--- src/rtl/alu_reservation_station.sv ---
// alu_reservation_station: a collapsing-queue reservation station in front of
// the arithmetic execute unit. It captures operands and NZCV from the CDB and
// issues the oldest fully ready micro-op through a registered valid/ready stage.
module alu_reservation_station #(
   parameter int  NUM_ENTRIES = 4,
   parameter int  TAG_WIDTH   = 4,
   parameter int  GPR_SIZE    = 32,
   parameter type alu_op_t    = logic [3:0],
   parameter type cond_t      = logic [3:0],
   parameter type nzcv_t      = logic [3:0]
) (
   input  logic                               in_clk,
   input  logic                               in_rst_n,
   input  logic                               in_flush,
   input  logic                               in_dispatch_valid,
   output logic                               out_dispatch_ready,
   input  alu_op_t                            in_alu_op,
   input  logic [5:0]                         in_alu_val_hw,
   input  logic                               in_set_CC,
   input  cond_t                              in_cond,
   input  logic [TAG_WIDTH-1:0]               in_dst_tag,
   input  logic [GPR_SIZE-1:0]                in_val_a,
   input  logic [GPR_SIZE-1:0]                in_val_b,
   input  logic                               in_a_ready,
   input  logic                               in_b_ready,
   input  logic [TAG_WIDTH-1:0]               in_a_tag,
   input  logic [TAG_WIDTH-1:0]               in_b_tag,
   input  nzcv_t                              in_nzcv,
   input  logic                               in_nzcv_ready,
   input  logic [TAG_WIDTH-1:0]               in_nzcv_tag,
   input  logic                               in_cdb_valid,
   input  logic [TAG_WIDTH-1:0]               in_cdb_tag,
   input  logic [GPR_SIZE-1:0]                in_cdb_val,
   input  logic                               in_cdb_set_nzcv,
   input  nzcv_t                              in_cdb_nzcv,
   output logic                               out_issue_valid,
   input  logic                               in_issue_ready,
   output alu_op_t                            out_alu_op,
   output logic [GPR_SIZE-1:0]                out_val_a,
   output logic [GPR_SIZE-1:0]                out_val_b,
   output logic [5:0]                         out_alu_val_hw,
   output logic                               out_set_CC,
   output cond_t                              out_cond,
   output nzcv_t                              out_prev_nzcv,
   output logic [TAG_WIDTH-1:0]               out_dst_tag,
   output logic [$clog2(NUM_ENTRIES+1)-1:0]   out_occupancy
);
   localparam int OCC_W = $clog2(NUM_ENTRIES + 1);
   localparam int IDX_W = $clog2(NUM_ENTRIES);
   localparam logic [OCC_W-1:0] FULL_OCC = OCC_W'(NUM_ENTRIES);

   typedef struct packed {
      logic                 valid;
      alu_op_t              op;
      logic [5:0]           hw;
      logic                 set_cc;
      cond_t                cond;
      logic [TAG_WIDTH-1:0] dst;
      logic                 a_rdy;
      logic [TAG_WIDTH-1:0] a_tag;
      logic [GPR_SIZE-1:0]  a_val;
      logic                 b_rdy;
      logic [TAG_WIDTH-1:0] b_tag;
      logic [GPR_SIZE-1:0]  b_val;
      logic                 f_rdy;
      logic [TAG_WIDTH-1:0] f_tag;
      nzcv_t                f_val;
   } entry_t;

   entry_t               ent_r     [NUM_ENTRIES];
   entry_t               ent_w_s   [NUM_ENTRIES];
   entry_t               ent_sh_s  [NUM_ENTRIES];
   entry_t               ent_nxt_s [NUM_ENTRIES];
   entry_t               disp_raw_s;
   entry_t               disp_ent_s;
   logic [NUM_ENTRIES-1:0] rdy_s;
   logic                 sel_found_s;
   logic [IDX_W-1:0]     sel_idx_s;
   logic                 load_s;
   logic                 disp_s;
   logic [OCC_W-1:0]     occ_rm_s;
   logic [OCC_W-1:0]     occ_nxt_s;

   // Capture any waiting operand or flags whose producer tag is on the CDB
   function automatic entry_t wake(input entry_t e, input logic cv,
                                   input logic [TAG_WIDTH-1:0] ct,
                                   input logic [GPR_SIZE-1:0] cval,
                                   input logic cset, input nzcv_t cn);
      entry_t w;
      w = e;
      if (cv && !e.a_rdy && (e.a_tag == ct)) begin
         w.a_rdy = 1'b1;
         w.a_val = cval;
      end else begin
         w.a_rdy = e.a_rdy;
      end
      if (cv && !e.b_rdy && (e.b_tag == ct)) begin
         w.b_rdy = 1'b1;
         w.b_val = cval;
      end else begin
         w.b_rdy = e.b_rdy;
      end
      if (cv && cset && !e.f_rdy && (e.f_tag == ct)) begin
         w.f_rdy = 1'b1;
         w.f_val = cn;
      end else begin
         w.f_rdy = e.f_rdy;
      end
      return w;
   endfunction

   // Build the dispatched entry and apply CDB wakeup to stored and new entries
   always_comb begin
      disp_raw_s = '{valid: 1'b1, op: in_alu_op, hw: in_alu_val_hw, set_cc: in_set_CC,
                     cond: in_cond, dst: in_dst_tag,
                     a_rdy: in_a_ready, a_tag: in_a_tag, a_val: in_val_a,
                     b_rdy: in_b_ready, b_tag: in_b_tag, b_val: in_val_b,
                     f_rdy: in_nzcv_ready, f_tag: in_nzcv_tag, f_val: in_nzcv};
      disp_ent_s = wake(disp_raw_s, in_cdb_valid, in_cdb_tag, in_cdb_val,
                        in_cdb_set_nzcv, in_cdb_nzcv);
      for (int i = 0; i < NUM_ENTRIES; i++) begin
         ent_w_s[i] = wake(ent_r[i], in_cdb_valid, in_cdb_tag, in_cdb_val,
                           in_cdb_set_nzcv, in_cdb_nzcv);
      end
   end

   // Pick the oldest fully ready entry from registered state only
   always_comb begin
      sel_found_s = 1'b0;
      sel_idx_s   = '0;
      for (int i = NUM_ENTRIES - 1; i >= 0; i--) begin
         rdy_s[i]    = ent_r[i].valid & ent_r[i].a_rdy & ent_r[i].b_rdy & ent_r[i].f_rdy;
         sel_found_s = sel_found_s | rdy_s[i];
         sel_idx_s   = rdy_s[i] ? IDX_W'(i) : sel_idx_s;
      end
      load_s = sel_found_s & (~out_issue_valid | in_issue_ready);
      disp_s = in_dispatch_valid & out_dispatch_ready & ~in_flush;
   end

   // Collapse the queue over a removed entry, then append the dispatched entry
   always_comb begin
      for (int i = 0; i < NUM_ENTRIES - 1; i++) begin
         ent_sh_s[i] = (load_s && (IDX_W'(i) >= sel_idx_s)) ? ent_w_s[i + 1] : ent_w_s[i];
      end
      ent_sh_s[NUM_ENTRIES-1] = load_s ? '0 : ent_w_s[NUM_ENTRIES-1];
      occ_rm_s  = out_occupancy - {{(OCC_W-1){1'b0}}, load_s};
      occ_nxt_s = occ_rm_s + {{(OCC_W-1){1'b0}}, disp_s};
      for (int i = 0; i < NUM_ENTRIES; i++) begin
         ent_nxt_s[i] = (disp_s && (occ_rm_s == OCC_W'(i))) ? disp_ent_s : ent_sh_s[i];
      end
   end

   // Entry storage; flush drops every entry
   always_ff @(posedge in_clk or negedge in_rst_n) begin
      if (!in_rst_n) begin
         for (int i = 0; i < NUM_ENTRIES; i++) ent_r[i] <= '0;
      end else if (in_flush) begin
         for (int i = 0; i < NUM_ENTRIES; i++) ent_r[i] <= '0;
      end else begin
         for (int i = 0; i < NUM_ENTRIES; i++) ent_r[i] <= ent_nxt_s[i];
      end
   end

   // Occupancy and dispatch-ready, both derived from the next occupancy
   always_ff @(posedge in_clk or negedge in_rst_n) begin
      if (!in_rst_n) begin
         out_occupancy      <= '0;
         out_dispatch_ready <= 1'b1;
      end else if (in_flush) begin
         out_occupancy      <= '0;
         out_dispatch_ready <= 1'b1;
      end else begin
         out_occupancy      <= occ_nxt_s;
         out_dispatch_ready <= (occ_nxt_s < FULL_OCC);
      end
   end

   // Output stage: load the selected entry when empty or draining, else hold
   always_ff @(posedge in_clk or negedge in_rst_n) begin
      if (!in_rst_n) begin
         out_issue_valid <= 1'b0;
         out_alu_op      <= '0;
         out_val_a       <= '0;
         out_val_b       <= '0;
         out_alu_val_hw  <= '0;
         out_set_CC      <= 1'b0;
         out_cond        <= '0;
         out_prev_nzcv   <= '0;
         out_dst_tag     <= '0;
      end else if (in_flush) begin
         out_issue_valid <= 1'b0;
      end else if (load_s) begin
         out_issue_valid <= 1'b1;
         out_alu_op      <= ent_r[sel_idx_s].op;
         out_val_a       <= ent_r[sel_idx_s].a_val;
         out_val_b       <= ent_r[sel_idx_s].b_val;
         out_alu_val_hw  <= ent_r[sel_idx_s].hw;
         out_set_CC      <= ent_r[sel_idx_s].set_cc;
         out_cond        <= ent_r[sel_idx_s].cond;
         out_prev_nzcv   <= ent_r[sel_idx_s].f_val;
         out_dst_tag     <= ent_r[sel_idx_s].dst;
      end else if (in_issue_ready) begin
         out_issue_valid <= 1'b0;
      end else begin
         out_issue_valid <= out_issue_valid;
      end
   end
endmodule

--- config.mk ---
export PLATFORM = sky130hd
export DESIGN_NAME = alu_reservation_station
export DESIGN_NICKNAME = d
export VERILOG_FILES = /design/src/rtl/alu_reservation_station.sv
export SDC_FILE = /design/constraint.sdc
export NUM_CORES = 2
export LEC_CHECK = 0
export ABC_AREA = 1
export BUFFER_PORTS_ARGS = -buffer_cell sky130_fd_sc_hd__buf_2
export CORE_UTILIZATION = 35
export CTS_BUF_LIST = sky130_fd_sc_hd__clkbuf_4 sky130_fd_sc_hd__clkbuf_8
export CTS_CLUSTER_SIZE = 24
export DETAILED_ROUTE_END_ITERATION = 12
export SETUP_SLACK_MARGIN = 0.3
export SYNTH_ARGS = -nofsm -noshare
export SYNTH_HDL_FRONTEND = slang
export SYNTH_SLANG_ARGS = --single-unit
export TNS_END_PERCENT = 5
--- constraint.sdc ---
create_clock -name in_clk -period 3.3 [get_ports in_clk]
set_input_delay 0.495 -clock in_clk [delete_from_list [all_inputs] [get_ports in_clk]]
set_output_delay 0.495 -clock in_clk [all_outputs]
set_load 0.1 [all_outputs]
# After elaboration in Yosys (flattened, before gate mapping)
# Cells that the tools add are included.
[totals] regBits=504 out_inout_bits=92 word_cells=232
[op_classes] add_sub_neg=2 magnitude_cmp=5 n_eq_ne=18 muxes=51 bitwise_logic=22 n_reduce_logical=63
[op_table] operator="$mux 103" n=8
[op_table] operator="$mux 412" n=1
[op_table] operator="$mux 32" n=10
[op_table] operator="$bmux 103 s2" n=1
[op_table] operator="$mux 102" n=2
[op_table] operator="$eq 4x4->1" n=15
[op_table] operator="$logic_and 1x1->1" n=38
[op_table] operator="$mux 4" n=5
[op_table] operator="$mux 1" n=19
[op_table] operator="$and 1x1->1" n=15
[op_table] operator="$logic_not 1->1" n=15
[op_table] operator="$reduce_bool 3->1" n=5
[op_table] operator="$reduce_bool 4->1" n=3
[op_table] operator="$mux 2" n=4
[op_table] operator="$eq 3x2->1 const B" n=2
[op_table] operator="$ge 1x2->1 const A" n=2
[op_table] operator="$or 1x1->1" n=4
[op_table] operator="$add 3x1->3" n=1
[op_table] operator="$eq 3x1->1 const B" n=1
[op_table] operator="$ge 3x3->1 const B" n=1
[op_table] operator="$logic_not 3->1" n=1
[op_table] operator="$lt 3x3->1 const B" n=1
[op_table] operator="$mux 3" n=1
[op_table] operator="$not 2->3" n=1
[op_table] operator="4 further kinds" n=5

# Longest topological paths before layout
[logic_depth] ltp_word=12 ltp_mapped=19 ltp_nobuf=18

# Least setup slack after synthesis
# No wires, ideal clock.
[synth_timing] kind="register to register" startpoint="register out_issue_valid" endpoint="register, netlist name ent_r[292]" t_arrival_ns=3.016 t_required_ns=3.167 slack_ns=0.151 path_stages_with_launch=18 n_path_buf=2 period_less_slack_ns=3.149 cell_sequence="dfrtp_1 inv_1 nor2_1 inv_1 nand2_2 inv_2 ha_1 ha_1 xnor2_2 nand4_2 buf_2 nand2_1 inv_1 nand2_1 inv_1 buf_2 nand2_1 o21ai_0"
[synth_between] elab_chain_len=8
[synth_rtl] element="from (decl)" line="36" source="output logic out_issue_valid,"
[synth_rtl] element="from (signal assigned)" line="205" source="out_issue_valid <= out_issue_valid;"
[synth_rtl] element="$not 1->1 *" line="136" source="load_s = sel_found_s & (~out_issue_valid | in_issue_ready);"
[synth_rtl] element="$or 1x1->1 *" line="136"
[synth_rtl] element="$and 1x1->1 *" line="136"
[synth_rtl] element="$sub 3x1->3" line="146" source="occ_rm_s = out_occupancy - {{(OCC_W-1){1'b0}}, load_s};"
[synth_rtl] element="$eq 3x1->1" line="149" source="ent_nxt_s[i] = (disp_s && (occ_rm_s == OCC_W'(i))) ? disp_ent_s : ent_sh_s[i];"
[synth_rtl] element="$logic_and 1x1->1" line="149"
[synth_rtl] element="$mux 103" line="149"
[synth_rtl] element="$mux 412" line="157" source="end else if (in_flush) begin"
# Mark *: on every way between the ends. The rest lies on a longest branch, timed or not.
# A chain may end at the register's enable or synchronous reset.

# Worst setup path after layout
[layout_timing] startpoint="register, netlist name ent_r[214]" endpoint="register, netlist name ent_r[359]"
[layout_between] elab_chain_len=9
[layout_rtl] element="$and 1x1->1 *" line="132" source="rdy_s[i] = ent_r[i].valid & ent_r[i].a_rdy & ent_r[i].b_rdy & ent_r[i].f_rdy;"
[layout_rtl] element="$or 1x1->1 (2 in a row)" line="133" source="sel_found_s = sel_found_s | rdy_s[i];"
[layout_rtl] element="$and 1x1->1" line="136"
[layout_rtl] element="$sub 3x1->3" line="146"
[layout_rtl] element="$logic_not 3->1" line="149"
[layout_rtl] element="$logic_and 1x1->1" line="149"
[layout_rtl] element="$mux 103" line="149"
[layout_rtl] element="$mux 412" line="157"
# Mark *: on every way between the ends. The rest lies on a longest branch, timed or not. The select of a mux whose other input is x is not followed.

==> results.md <==
Cells and area
* 41.07% — Util after Layout
* 12610 sq um — footprint of the flip-flops and latches
* 16.25% — post-synthesis to final-layout area growth
* 16740 sq um — footprint of the multi-input gates
* 11.76% — fraction of final layout cells with drive strength greater than 1
* nand2_1, inv_1, o21ai_0 — most used cells in the layout excluding fill and tap cells
* 5420 — Final #Nets
* nand2_1 — leading cell type in the layout, fill and taps excluded
* 9939 — Layout fillers

Synthesis
* 0 — number of flops mapped to enable cells by yosys
* 37 — count of distinct cell types in the synthesized netlist
* 5297 — Post-Syn Nets
* dfrtp_1 — most common flop cell mapped by yosys
* 504 — flops & latches, synth
* 100.0% — async set-or-reset flop fraction in the synthesized netlist
* 32970 sq um — Netlist Area Pre-Place
* 6.408 sq um — mean cell area of the mapped netlist
* 0 — YS warnings
* 5145 — instance count of the mapped netlist
* 38.26% — post-synthesis sequential area ratio

Place
* 240 — Port Buffers
* 82.37 mm — half-perimeter wire length after placement
* 0.8938 — global placement routability congestion

Worst setup path
* 3.50 ns — crit path DAT
* 0.42 ns — Worst path max stage delay
* simple AND/OR/NAND/NOR gates — CP delay by family, top
* 19 — worst reg2reg path depth
* ent_r[359] — Reg2Reg Capture Point
* register — type of destination of the critical path
* ent_r[214] — Worst R2R Start
* 0.44 ns — reg-to-reg setup timing slack
* 4 — count of buffering cells on the critical path with inverters included
* nand2_1 — Most Frequent Cell on Critical Path
* dfrtp_1 — CP max stage cell
* register — kind of launch point of the worst setup path
* 24 — biggest fanout along the worst timing path
* nand2_1 > nor2_1 > nor2_2 > nand2_1 > nand2_4 > inv_2 > ha_1 > ha_1 > inv_1 > nor3_4 > nand3_4 > nand2_1 > o21bai_2 > nor2_4 > buf_12 > buf_12 > nor2_1 > nand2_1 > nand2_1 — Cell Chain, Critical Path
* 3.95 ns — WP data required
* reg2reg — type of the worst setup path

Status
* finished, final reports clean — run status

Clock network
* done — clock tree from TritonCTS
* clkbuf_8 — buffer type at the clock tree root
* 3 — number of buffers on the longest clock path
* 3 — H-tree depth
* 0.06 ns — Worst-path clk slew
* 95 — TritonCTS buffer count
* 0.76 ns — clock insertion delay at the later pin of the skew report
* 504 — CTS Sinks

Route
* 21.02 microns — wire length per cell after detailed routing
* 3828 — iteration-0 DRC count of the detailed router
* 138.8 mm — final wirelength
* 6 — number of detailed-route iterations in the first pass
* 5.462 — average via count per standard cell
* 36063 — total via count after detailed routing
* 0 — DRC violation count after routing
* 0 — post-route ant nets

Timing
* 0 ns — Setup Total Neg Slack
* 0 — number of max-slew violations in the final report
* 2.856 ns — Min Clock Period, post-route
* 0 — Final setup viols
* yes — unrepaired setup endpoints after global routing
* 86.56% — fraction of the cycle the final worst path needs
* 1.177 ns — actual slew at the worst max-slew pin
* 0.03664 ns — Layout Skew
* 350.1 MHz — highest clock rate
* 0 — final hold violations
* 21.43% — slew margin rel.

Floorplanning
* 308.9 microns — DIE HEIGHT
* 112 — std cell rows
* 241 — Top Ports
* 93330 sq um — placeable core region
* 95430 sq um — floorplan die area
* 308.9 microns — Die Wd
* 35.33% — starting utilization of the core area

GRT
* 20 — initial antenna violation count
* 226 — pin count of the biggest net entering global routing
* 0 — GRT overflow
* 34017 — via count of the first global-routing pass
* 28.62% — total track usage
* 208.8 mm — first-pass GRT wire length

Pwr
* 20.45 nW — static leakage
* 18.81 mW — total power draw
* 490.7 nW/um^2 — power per cell area
* 0.2238 mV — peak supply drop

Job
* 0 — max-capacitance violation count

Hold path
* in_alu_op[0] — worst min-delay path startpoint
* 3 — cell count of the worst hold path
* in2reg — Min-Delay Path Class
* ent_r[98] — Hold Path End

power by group:
| group | total, mW | internal, mW | switching, mW |
|---|---|---|---|
| Clock | 6.82 | 3.83 | 2.99 |
| Combinational | 5.01 | 1.20 | 3.81 |
| Sequential | 6.98 | 6.71 | 0.266 |
metrics by stage:
step / hold WS (ns) / instance area (sq um) / worst slack [ns] / cells
floorplan: 0.1994 / 32970 / 0.4180 / 5145
global placement: 0.4625 / 35980 / 0.2785 / 6408
detailed placement: 0.4649 / 35980 / 0.1475 / 6408
CTS: 0.002107 / 38150 / 0.2436 / 6588
global route: 0.04772 / 38320 / 0.2372 / 6600
finish: 0.04910 / 38330 / 0.4437 / 6603
logic make-up after synthesis:
kind of cell | count (synthesis) | synth area share, %
DFF | 504 | 38.26
buffers and inverters | 960 | 11.68
and+or+nand+nor | 2652 | 33.41
AOI/OAI and AO/OA | 1016 | 16.25
adders and majority gates | 3 | 0.1139
xor gates and xnor gates | 10 | 0.2884
layout make-up:
class / instances / area share [%]
inverter: 583 / 5.758
clock inverter: 11 / 0.2644
clock buffer: 159 / 5.138
timing repair buffer: 402 / 8.096
antenna: 8 / 0.05223
multi-input combinational: 3682 / 43.69
sequential: 504 / 32.91
tap: 1254 / 4.093
worst max-delay path by stage:
stage / startpoint / end / slack [ns] / cells after the start
2_1_floorplan: out_issue_valid / ent_r[292] / 0.42 / 17
3_3_place_gp: in_issue_ready / ent_r[165] / 0.28 / 16
3_5_place_dp: ent_r[205] / ent_r[359] / 0.15 / 18
4_1_cts: ent_r[205] / ent_r[76] / 0.24 / 15
5_1_grt: ent_r[214] / ent_r[363] / 0.24 / 19
6_report: ent_r[214] / ent_r[359] / 0.44 / 19
registers in the layout, summed over array words and instances (netlist names):
register / count
out_val_b: 32
out_occupancy: 3
out_val_a: 32
out_prev_nzcv: 4
out_alu_op: 4
out_set_CC: 1
out_dispatch_ready: 1
out_dst_tag: 4
out_alu_val_hw: 6
out_cond: 4
out_issue_valid: 1
ent_r: 412
worst reg2reg max path, cell delays in order (launching register included):
cell,delay (ns)
dfrtp_1,0.42
nand2_1,0.09
nor2_1,0.06
nor2_2,0.16
nand2_1,0.14
nand2_4,0.08
inv_2,0.03
ha_1,0.17
ha_1,0.29
inv_1,0.14
nor3_4,0.07
nand3_4,0.08
nand2_1,0.07
o21bai_2,0.27
nor2_4,0.17
buf_12,0.16
buf_12,0.19
nor2_1,0.07
nand2_1,0.06
nand2_1,0.06
per-layer routing:
layer | track usage [%] | vias to the layer above | wire [microns]
li1 | - | 16886 | -
met4 | 14.39 | 20 | 6517
met1 | 37.34 | 16871 | 56250
met2 | 44.63 | 1853 | 61820
met5 | 0 | - | 114
met3 | 6.207 | 433 | 14090
synthesized netlist by cell type, types with 33 or more instances:
cell type	count	area share (%)
o211ai_1	43	0.98
buf_2	144	2.2
o21ai_0	547	8.3
inv_1	572	6.5
buf_1	33	0.38
nand3_1	538	8.2
o21ai_1	54	0.82
nand2_1	1858	21
nand4_1	106	2.0
clkbuf_1	185	2.1
dfrtp_1	503	38
a21oi_1	260	3.9
o22ai_1	90	1.7
nor2_1	118	1.3
repair_timing:
| action | in CTS | in global routing |
|---|---|---|
| endpoints found under the hold margin | 53 | 0 |
| hold buffers | 5 | 0 |
| gates resized for setup | 1 | 9 |
| setup buffers | 4 | 4 |
| pin swaps | 3 | 4 |
| setup endpoints to repair | 169 | 377 |
| gates cloned | 1 | 3 |
Power figures use the tool's default switching activity.
